**src/rtl/div_unit_pkg.sv**
```systemverilog
// Shared definitions for the EX-stage integer divider: FSM state codes,
// start/ready handshake levels and the aluop codes that select DIV/DIVU.
// Latency: n/a (definitions only). Backpressure: n/a.
package div_unit_pkg;

   localparam int DIV_WIDTH_DEFAULT = 32;

   typedef logic [1:0] div_state_t;

   // Divider FSM encodings, kept as plain constants so legacy decode logic
   // that compares raw 2-bit codes still lines up.
   localparam div_state_t DIV_FREE   = 2'b00;
   localparam div_state_t DIV_BYZERO = 2'b01;
   localparam div_state_t DIV_ON     = 2'b10;
   localparam div_state_t DIV_END    = 2'b11;

   localparam logic DIV_START            = 1'b1;
   localparam logic DIV_STOP             = 1'b0;
   localparam logic DIV_RESULT_READY     = 1'b1;
   localparam logic DIV_RESULT_NOT_READY = 1'b0;

   // ALU operation codes that route an instruction to this unit.
   localparam logic [7:0] EXE_DIV_OP  = 8'b0001_1010;
   localparam logic [7:0] EXE_DIVU_OP = 8'b0001_1011;

endpackage

```
**src/rtl/div_unit_if.sv**
```systemverilog
// Request/result bundle between the EX stage (master) and the divider (slave).
// Latency: n/a (wires only). Backpressure: EX holds start_i until it has consumed result_o.
// Ports: signed_div_i/opdata1_i/opdata2_i/start_i/annul_i from EX; result_o/ready_o/busy_o back.
interface div_unit_if
   import div_unit_pkg::*;
#(
   parameter int WIDTH = DIV_WIDTH_DEFAULT
);

   logic                 signed_div_i;
   logic [WIDTH-1:0]     opdata1_i;
   logic [WIDTH-1:0]     opdata2_i;
   logic                 start_i;
   logic                 annul_i;
   logic [2*WIDTH-1:0]   result_o;
   logic                 ready_o;
   logic                 busy_o;

   modport master (
      output signed_div_i, opdata1_i, opdata2_i, start_i, annul_i,
      input  result_o, ready_o, busy_o
   );

   modport slave (
      input  signed_div_i, opdata1_i, opdata2_i, start_i, annul_i,
      output result_o, ready_o, busy_o
   );

endinterface

```
**src/rtl/div_unit.sv**
```systemverilog
// Radix-2 restoring divider (DIV/DIVU) producing {remainder, quotient} for the HI/LO write.
// Latency: WIDTH+2 edges from accept to ready_o (2 edges for a zero divisor).
// Backpressure: result held in END until EX drops start_i; busy_o drives the EX stall.
// Ports: clk, rst (sync, active-high), div_bus (div_unit_if.slave).
module div_unit
   import div_unit_pkg::*;
#(
   parameter int WIDTH = DIV_WIDTH_DEFAULT
) (
   input  logic      clk,
   input  logic      rst,
   div_unit_if.slave div_bus
);

   localparam int            CW        = $clog2(WIDTH + 1);
   localparam logic [CW-1:0] LAST_STEP = CW'(WIDTH);

   div_state_t         state;
   logic [CW-1:0]      counter;
   // {upper W+1 bits: running remainder with next dividend bit, lower W bits: dividend/quotient}
   logic [2*WIDTH:0]   partial;
   logic [2*WIDTH:0]   partial_step;
   logic [WIDTH-1:0]   divisor;
   logic               q_neg;
   logic               r_neg;
   logic [2*WIDTH-1:0] result;

   logic [WIDTH:0]     upper;
   logic [WIDTH-1:0]   diff;
   logic [WIDTH-1:0]   quot_fix;
   logic [WIDTH-1:0]   rem_fix;
   logic               op1_neg;
   logic               op2_neg;

   function automatic logic [WIDTH-1:0] negate(input logic [WIDTH-1:0] v);
      return ~v + WIDTH'(1);
   endfunction

   function automatic logic [WIDTH-1:0] abs_val(input logic neg, input logic [WIDTH-1:0] v);
      return neg ? negate(v) : v;
   endfunction

   assign op1_neg = div_bus.signed_div_i & div_bus.opdata1_i[WIDTH-1];
   assign op2_neg = div_bus.signed_div_i & div_bus.opdata2_i[WIDTH-1];

   // One restoring step. When the trial subtraction succeeds the difference
   // always fits in WIDTH bits because the remainder stays below the divisor.
   assign upper = partial[2*WIDTH:WIDTH];
   assign diff  = upper[WIDTH-1:0] - divisor;

   always_comb begin
      partial_step = {partial[2*WIDTH-1:0], 1'b0};
      if (upper >= {1'b0, divisor}) begin
         partial_step = {diff, partial[WIDTH-1:0], 1'b1};
      end
   end

   // After WIDTH steps the remainder sits one bit above the quotient field.
   // abs(MIN) stays MIN, so MIN / -1 naturally wraps to MIN with remainder 0.
   assign quot_fix = q_neg ? negate(partial[WIDTH-1:0])         : partial[WIDTH-1:0];
   assign rem_fix  = r_neg ? negate(partial[2*WIDTH:WIDTH+1])   : partial[2*WIDTH:WIDTH+1];

   always_ff @(posedge clk) begin
      if (rst) begin
         state   <= DIV_FREE;
         counter <= '0;
         partial <= '0;
         divisor <= '0;
         q_neg   <= 1'b0;
         r_neg   <= 1'b0;
         result  <= '0;
      end else begin
         case (state)
            DIV_FREE: begin
               if (div_bus.start_i == DIV_START && !div_bus.annul_i) begin
                  q_neg   <= op1_neg ^ op2_neg;
                  r_neg   <= op1_neg;
                  divisor <= abs_val(op2_neg, div_bus.opdata2_i);
                  partial <= {{WIDTH{1'b0}}, abs_val(op1_neg, div_bus.opdata1_i), 1'b0};
                  counter <= '0;
                  state   <= (div_bus.opdata2_i == '0) ? DIV_BYZERO : DIV_ON;
               end
            end
            DIV_BYZERO: begin
               if (div_bus.annul_i) begin
                  state <= DIV_FREE;
               end else begin
                  result <= '0;
                  state  <= DIV_END;
               end
            end
            DIV_ON: begin
               if (div_bus.annul_i) begin
                  state <= DIV_FREE;
               end else if (counter == LAST_STEP) begin
                  result <= {rem_fix, quot_fix};
                  state  <= DIV_END;
               end else begin
                  partial <= partial_step;
                  counter <= counter + CW'(1);
               end
            end
            DIV_END: begin
               // annul_i is ignored here: EX has already committed the result.
               if (div_bus.start_i == DIV_STOP) begin
                  result <= '0;
                  state  <= DIV_FREE;
               end
            end
            default: state <= DIV_FREE;
         endcase
      end
   end

   assign div_bus.result_o = result;
   assign div_bus.ready_o  = (state == DIV_END) ? DIV_RESULT_READY : DIV_RESULT_NOT_READY;
   assign div_bus.busy_o   = (state == DIV_BYZERO) || (state == DIV_ON);

endmodule

```
**src/flat_wrapper.sv**
```systemverilog
// flat-port wrapper written by rule: the top's interface ports become plain ports
module div_unit_flat import div_unit_pkg::*;
#(
   parameter int WIDTH = DIV_WIDTH_DEFAULT
)
  (clk, rst, div_bus_signed_div_i, div_bus_opdata1_i, div_bus_opdata2_i, div_bus_start_i, div_bus_annul_i, div_bus_result_o, div_bus_ready_o, div_bus_busy_o);
  div_unit_if #(.WIDTH(WIDTH)) div_bus_i ();
  input  logic clk;
  input  logic rst;
  input wire logic [$bits(div_bus_i.signed_div_i)-1:0] div_bus_signed_div_i;
  input wire logic [$bits(div_bus_i.opdata1_i)-1:0] div_bus_opdata1_i;
  input wire logic [$bits(div_bus_i.opdata2_i)-1:0] div_bus_opdata2_i;
  input wire logic [$bits(div_bus_i.start_i)-1:0] div_bus_start_i;
  input wire logic [$bits(div_bus_i.annul_i)-1:0] div_bus_annul_i;
  output wire logic [$bits(div_bus_i.result_o)-1:0] div_bus_result_o;
  output wire logic [$bits(div_bus_i.ready_o)-1:0] div_bus_ready_o;
  output wire logic [$bits(div_bus_i.busy_o)-1:0] div_bus_busy_o;
  assign div_bus_i.signed_div_i = div_bus_signed_div_i;
  assign div_bus_i.opdata1_i = div_bus_opdata1_i;
  assign div_bus_i.opdata2_i = div_bus_opdata2_i;
  assign div_bus_i.start_i = div_bus_start_i;
  assign div_bus_i.annul_i = div_bus_annul_i;
  assign div_bus_result_o = div_bus_i.result_o;
  assign div_bus_ready_o = div_bus_i.ready_o;
  assign div_bus_busy_o = div_bus_i.busy_o;
  div_unit #(.WIDTH(WIDTH)) u_core (.clk(clk), .rst(rst), .div_bus(div_bus_i));
endmodule
```
**config.mk**
```make
export PLATFORM = sky130hd
export DESIGN_NAME = div_unit_flat
export DESIGN_NICKNAME = d
export VERILOG_FILES = /design/src/rtl/div_unit_pkg.sv /design/src/rtl/div_unit_if.sv /design/src/rtl/div_unit.sv /design/src/flat_wrapper.sv
export SDC_FILE = /design/constraint.sdc
export NUM_CORES = 1
export LEC_CHECK = 0
export BUFFER_PORTS_ARGS = -buffer_cell sky130_fd_sc_hd__buf_2
export CORE_ASPECT_RATIO = 1.1
export CORE_MARGIN = 3
export CORE_UTILIZATION = 65
export CTS_BUF_LIST = sky130_fd_sc_hd__clkbuf_4
export DETAILED_ROUTE_END_ITERATION = 10
export PLACE_DENSITY = 0.95
export SLEW_MARGIN = 20
export SYNTH_ARGS = -nofsm -noshare
export SYNTH_HDL_FRONTEND = slang
export SYNTH_SLANG_ARGS = --single-unit
export TNS_END_PERCENT = 50
```
**constraint.sdc**
```tcl
create_clock -name clk -period 9.15 [get_ports clk]
set_input_delay 0.4575 -clock clk [delete_from_list [all_inputs] [get_ports clk]]
set_output_delay 0.4575 -clock clk [all_outputs]
set_load 0.005 [all_outputs]
```
==> results of run 1 <==
path summary, 6_finish.rpt:
path / depth (start not counted) / end / slack, ps / from
worst min-delay path: 3 / u_core.divisor[0] / 150 / div_bus_opdata2_i[0]
worst max register to register: 12 / u_core.partial[51] / 5470 / u_core.divisor[1]
worst min register to register: 2 / u_core.div_bus.result_o[29] / 460 / u_core.div_bus.result_o[29]
worst max-delay path: 12 / u_core.partial[51] / 5470 / u_core.divisor[1]
worst min-delay path, cell delays in order:
cell     delay (ps)
buf_2           120
nand2_1          60
a21oi_1          60
metrics by stage:
stage / cells / power, mW / worst slack [ps] / area [µm²] / hold slack (ps)
after floorplan: 1447 / 1.83 / 6230 / 11000 / 432
after global placement: 1713 / 2.09 / 5710 / 11700 / 430
after detailed placement: 1713 / 2.12 / 5560 / 11700 / 439
after CTS: 1745 / 2.54 / 5530 / 11900 / 117
after global routing: 1746 / 2.73 / 5170 / 11900 / 133
final: 1746 / 2.56 / 5470 / 11900 / 147
Yosys cell counts, types with 4 or more instances:
master and instances:
o21a_1 4, a211oi_1 31, nand3_1 30, a21o_1 12, or4_1 11, buf_1 5, or2_2 7, or3_1 10
xnor2_1 84, nor4_1 15, nand4_1 8, o31ai_1 22, and4_1 5, a221o_1 4, a31oi_1 5, a311oi_1 6
nand2b_1 9, nor3_1 15, nand2_1 245, ha_1 42, and2_1 8, mux2i_1 28, o21bai_1 4, nor2b_1 5
dfxtp_1 171, a21oi_1 116, a22oi_1 29, xor2_1 61, nor2_1 111, inv_1 56, and3_1 11, o41ai_1 19
o21ai_0 134, clkbuf_1 67
sequential cells by signal (all words and copies together), names as in the netlist:
name and cells:
u_core.div_bus.result_o 64, u_core.r_neg 1, u_core.partial 65, u_core.divisor 32
u_core.state 2, u_core.q_neg 1, u_core.counter 6
power by group:
part,internal [mW],leakage (nW),total (mW),switching [mW]
clock network,0.122,0.145,0.432,0.309
registers,0.820,1.39,0.901,0.0810
logic,0.442,3.18,1.23,0.789
total,1.38,4.72,2.56,1.18
area by class of cell:
class	instances	area [µm²]	area share (%)
multi-input combinational	1139	7030	58.9
sequential	171	3420	28.7
timing repair buffer	143	741	6.20
tap	204	255	2.14
inverter	56	210	1.76
clock inverter	15	154	1.29
clock buffer	17	128	1.07
antenna	1	2.50	0.0209
routing by layer:
layer | wire (µm) | share of wire [%] | vias up
li1 | - | - | 5268
met1 | 11900 | 40 | 5077
met2 | 14200 | 48 | 541
met3 | 2320 | 7.8 | 92
met4 | 1390 | 4.7 | 0
met5 | 0 | 0 | -
logic make-up after synthesis:
logic type | count (synthesis)
AOI/OAI and AO/OA | 416
adders and majority gates | 43
xor gates and xnor gates | 145
DFF | 171
buffers and inverters | 137
muxes | 28
and+or+nand+nor | 507
==> out/metrics.csv, run 1 <==
metric;value;unit
M2 GR Usage;53.4;%
Util after Layout;72.7;%
Filler Cell Count;1308;
Synth area leader;dfxtp_1;
Post-DRT Antenna Nets;0;
Port-buffer cells;134;
static leakage;4.72;nW
Nets;1640;
H-tree levels;4;
sequential-to-total area share from yosys stat;31.2;%
final setup violation count;0;
dpl hpwl;22300;µm
max_cap viols;0;
die area;18500;µm²
number of CTS-inserted buffers;17;
vias in the first global route;10000;
Setup TNS;0;ps
Top Family by Delay on Critical Path;compound AO/OA/AOI/OAI gates;
first-pass GRT wire length;48300;µm
Die X;130;µm
gr busiest metal;met2;
most used cell along the critical path;o21ai_0;
Max stage delay on crit path;620;ps
syn_nets;1559;
Detailed Routing Iterations Pass 1;6;
top cell type's share of synthesized area;31.2;%
Period minus WS final;3680;ps
Area Overhead vs Synth;8.87;%
Synth Area in XOR/XNOR;11.6;%
DR vias;11000;
Worst Max-Slew Pin Slew;1030;ps
Root Buffer;clkbuf_4;
mapped cell area;11000;µm²
crit-path cells;inv_1 -> ha_1 -> nor2b_1 -> o2111ai_1 -> a21oi_1 -> o31ai_1 -> a2111oi_0 -> o21ai_0 -> a21oi_4 -> buf_4 -> mux2i_1 -> o21ai_0;
Crit path arrival time;4150;ps
CP Class;register to register;
Post-CTS Hold Fix Bufs;0;
buffer and inverter count on the worst path;2;
mux cell area share after synthesis;2.55;%
Clock transition at path regs;160;ps
number of flops mapped to enable cells by yosys;0;
Max IR drop VDD;0.000140;V
adder-cell share of the synthesized area;4.97;%
status;finished, final reports clean;
Syn Inst Count;1447;
top cells by area, synth;dfxtp_1, nand2_1, xnor2_1;
layout cells sized above 1;13.3;%
Max Slew Vio Count;0;
GRT Util Overall;32.1;%
starting density of the core;66.8;%
Yosys Warn Count;0;
Cell variety after synth;68;
CTS tree;yes;
# IOs;135;
most common cell after layout, fill and taps aside;nand2_1;
initial antenna violation count;1;
Worst-Skew Late Latency;610;ps
GPL Wtd Cong;0.956;
CP Capture Type;register;
largest family of logic cells by synthesized area;compound AO/OA/AOI/OAI gates;
Synth Flop Type;dfxtp_1;
max_slew headroom;31.6;%
drt wl/cell;17.1;µm
Initial DRC Count;1071;
placeable core area;16400;µm²
drt drc;0;
Slowest cell on crit path;a21oi_4;
Final Cycle Share;40.2;%
Fin Clk Skew;26.6;ps
vias per cell;6.29;
Remaining Overflow, GRT;0;
Fmax;0.272;GHz
routed wire length;29800;µm
critical path fanouts, max;19;
GR met1 Demand/Resource;40.4;%
Synth Area in Compound Gates;23.7;%
Startpoint Class;register;
Rows;49;
die height;142;µm
Pwr per Cell Area;214;nW/µm²
ys async rst share;0;%
RSZ-0062 raised after global routing;false;
postcts setup bufs;0;
Worst Hold Class;input pin to register;
Synth Area in Simple Gates;20.9;%
Worst EP required;9620;ps
Yosys reg bits;171;
clk sink count;171;
GR Util met3;4.39;%
Avg Inst Size Synth;7.59;µm²
highest-count cells in the layout ignoring fill and taps;nand2_1, dfxtp_1, o21ai_0, buf_2, a21oi_1;
post_cts resized;0;
Hold Vio Cnt, Final;0;
CTS max path bufs;2;
largest net degree at the start of global routing;84;
(Power assumes the default switching activity.)
==> run 2: changes to the inputs <==
--- a/config.mk
+++ b/config.mk
@@ -8,10 +8,10 @@
 export BUFFER_PORTS_ARGS = -buffer_cell sky130_fd_sc_hd__buf_2
 export CORE_ASPECT_RATIO = 1.1
 export CORE_MARGIN = 3
-export CORE_UTILIZATION = 65
+export CORE_UTILIZATION = 61
 export CTS_BUF_LIST = sky130_fd_sc_hd__clkbuf_4
 export DETAILED_ROUTE_END_ITERATION = 10
-export PLACE_DENSITY = 0.95
+export PLACE_DENSITY = 0.9
 export SLEW_MARGIN = 20
 export SYNTH_ARGS = -nofsm -noshare
 export SYNTH_HDL_FRONTEND = slang
==> constraint.sdc (replaced) <==
create_clock -name clk -period 3.4 [get_ports clk]
set_input_delay 0.17 -clock clk [delete_from_list [all_inputs] [get_ports clk]]
set_output_delay 0.17 -clock clk [all_outputs]
set_load 0.005 [all_outputs]
==> out/metrics.csv, run 2 (synthesis results as in run 1) <==
metric;value;unit;change
Placed Area;11900;µm²;+1.8%
Max Slew Vio Count;0;;unchanged
GPL Wtd Cong;0.976;;+2.1%
Crit path arrival time;3680;ps;-470 ps
Util after Layout;72.8;%;+0.078 points
most common cell after layout, fill and taps aside;nand2_1;;
Post-DRT Antenna Nets;0;;unchanged
Slowest cell on crit path;nor4_1;;
dpl hpwl;22200;µm;-0.43%
Max stage delay on crit path;640;ps;+20 ps
Setup TNS;0;ps;unchanged
most used cell along the critical path;dlygate4sd3_1;;
CTS max path bufs;2;;unchanged
routed wire length;30600;µm;+2.6%
drt drc;0;;unchanged
# IOs;135;;unchanged
register with the most flip-flops;u_core.partial;;
die height;147;µm;+3.1%
Non-Filler Instances;1839;;+5.3%
Remaining Overflow, GRT;0;;unchanged
final design area excluding fillers;12600;µm²;+5.6%
max_cap viols;0;;unchanged
Fin Clk Skew;23.9;ps;-2.71 ps
final setup violation count;0;;unchanged
Nets;1703;;+3.8%
Detailed Routing Iterations Pass 1;8;;+2
max reg flops;65;;unchanged
H-tree levels;4;;unchanged
Fmax;0.314;GHz;
RSZ-0062 raised after global routing;false;;
Root Buffer;clkbuf_4;;
initial antenna violation count;1;;unchanged
clk sink count;171;;unchanged
layout cells sized above 1;14.0;%;+0.72 points
CTS tree;yes;;
number of CTS-inserted buffers;17;;unchanged
Startpoint Class;input pin;;
Rows;50;;+2.0%
Pwr per Cell Area;565;nW/µm²;+160%
max_slew headroom;26.4;%;-5.2 points
Worst-Skew Late Latency;600;ps;about the same
first-pass GRT wire length;50400;µm;+4.4%
Port-buffer cells;134;;unchanged
Hold Vio Cnt, Final;0;;unchanged
Period minus WS final;3180;ps;
DR vias;11100;;+1.2%
Clock transition at path regs;160;ps;about the same
Hold WS;24.5;ps;-122 ps
Worst Hold Class;input pin to register;;
vias per cell;6.04;;-3.9%
Max IR drop VDD;0.000351;V;+150%
placeable core area;17300;µm²;+5.5%
highest-count cells in the layout ignoring fill and taps;nand2_1, dfxtp_1, o21ai_0, buf_2, a21oi_1;;
largest net degree at the start of global routing;81;;-3.6%
crit-path cells;dlygate4sd3_1 -> buf_2 -> or2_2 -> nor4_1 -> and3_1 -> nand2_1 -> o41ai_1 -> nand3b_1 -> dlygate4sd3_1 -> a221oi_1;;
starting density of the core;63.3;%;-3.5 points
drt wl/cell;16.6;µm;-2.6%
placed insts;1763;;+2.9%
critical path fanouts, max;6;;-13
vias in the first global route;10400;;+3.4%
Die X;134;µm;+3.1%
Filler Cell Count;1368;;+4.6%
Worst EP required;3900;ps;-5720 ps
die area;19600;µm²;+6.3%
GRT Util Overall;31.0;%;-1.1 points
static leakage;5.01;nW;+6.2%
Area Overhead vs Synth;14.9;%;
Final Cycle Share;93.6;%;
Initial DRC Count;991;;-7.5%
CP Class;input pin to register;;
Worst Max-Slew Pin Slew;1100;ps;+76.2 ps
status;finished, final reports clean;;
CP Capture Type;register;;
-- run 2: cell count changes in the layout (fill, tap and decap cells not counted), sizes merged --
| cell | delta |
|---|---|
| buf | +20 |
| bufinv | +1 |
| dlygate4sd3 | +43 |
| clkinv | -1 |
-- run 2: repair_timing --
item                                   in CTS  in global routing
setup endpoints to repair                   0                  5
buffers inserted                            0                  0
endpoints found under the hold margin      40                  0
resized for setup                           0                  2
hold buffers                               43                  0
-- run 2: layout make-up --
type / count / area, µm² / share of cell area, %
clock buffers: 17 / 128 / 1.01
multi-input cells: 1139 / 7040 / 55.8
inverters: 56 / 210 / 1.67
well taps: 234 / 293 / 2.32
repair buffers: 206 / 1350 / 10.7
diodes: 1 / 2.50 / 0.0198
clock inverters: 15 / 178 / 1.41
flip-flops and latches: 171 / 3420 / 27.1
-- run 2: final timing paths --
path / end / from / cells after the start / slack, ps
worst max-delay path: u_core.partial[32] / div_bus_opdata1_i[0] / 10 / 220
worst min-delay path: u_core.divisor[24] / div_bus_opdata2_i[23] / 4 / 20
worst max register to register: u_core.partial[33] / u_core.partial[33] / 11 / 270
worst min register to register: u_core.div_bus.result_o[29] / u_core.div_bus.result_o[29] / 2 / 460
-- run 2: layer usage --
layer,part of all wire [%],vias up,global-route usage [%]
met2,48,480,52.9
met1,41,5155,37.8
met5,0,-,0
met4,4.0,0,13.2
met3,7.2,80,6.51
li1,-,5393,-
-- run 2: critical path, delay by kind of cell --
kind,cells,cell delay [ps]
buffers and inverters,3,1270
AO/OA/AOI/OAI,2,670
AND/OR/NAND/NOR,5,1560
-- run 2: stage by stage --
stage / setup slack, ps / total power, mW
final: 219 / 7.13
after global routing: 8.51 / 7.61
after CTS: 247 / 7.05
after detailed placement: 255 / 5.79
after global placement: 333 / 5.72
after floorplan: 477 / 4.92
-- run 2: power by group --
part / internal (mW) / leakage (nW) / total, mW / switching [mW]
Clock: 0.405 / 0.157 / 1.24 / 0.833
Sequential: 2.21 / 1.39 / 2.42 / 0.216
Combinational: 1.31 / 3.46 / 3.47 / 2.15
Total: 3.92 / 5.01 / 7.13 / 3.20
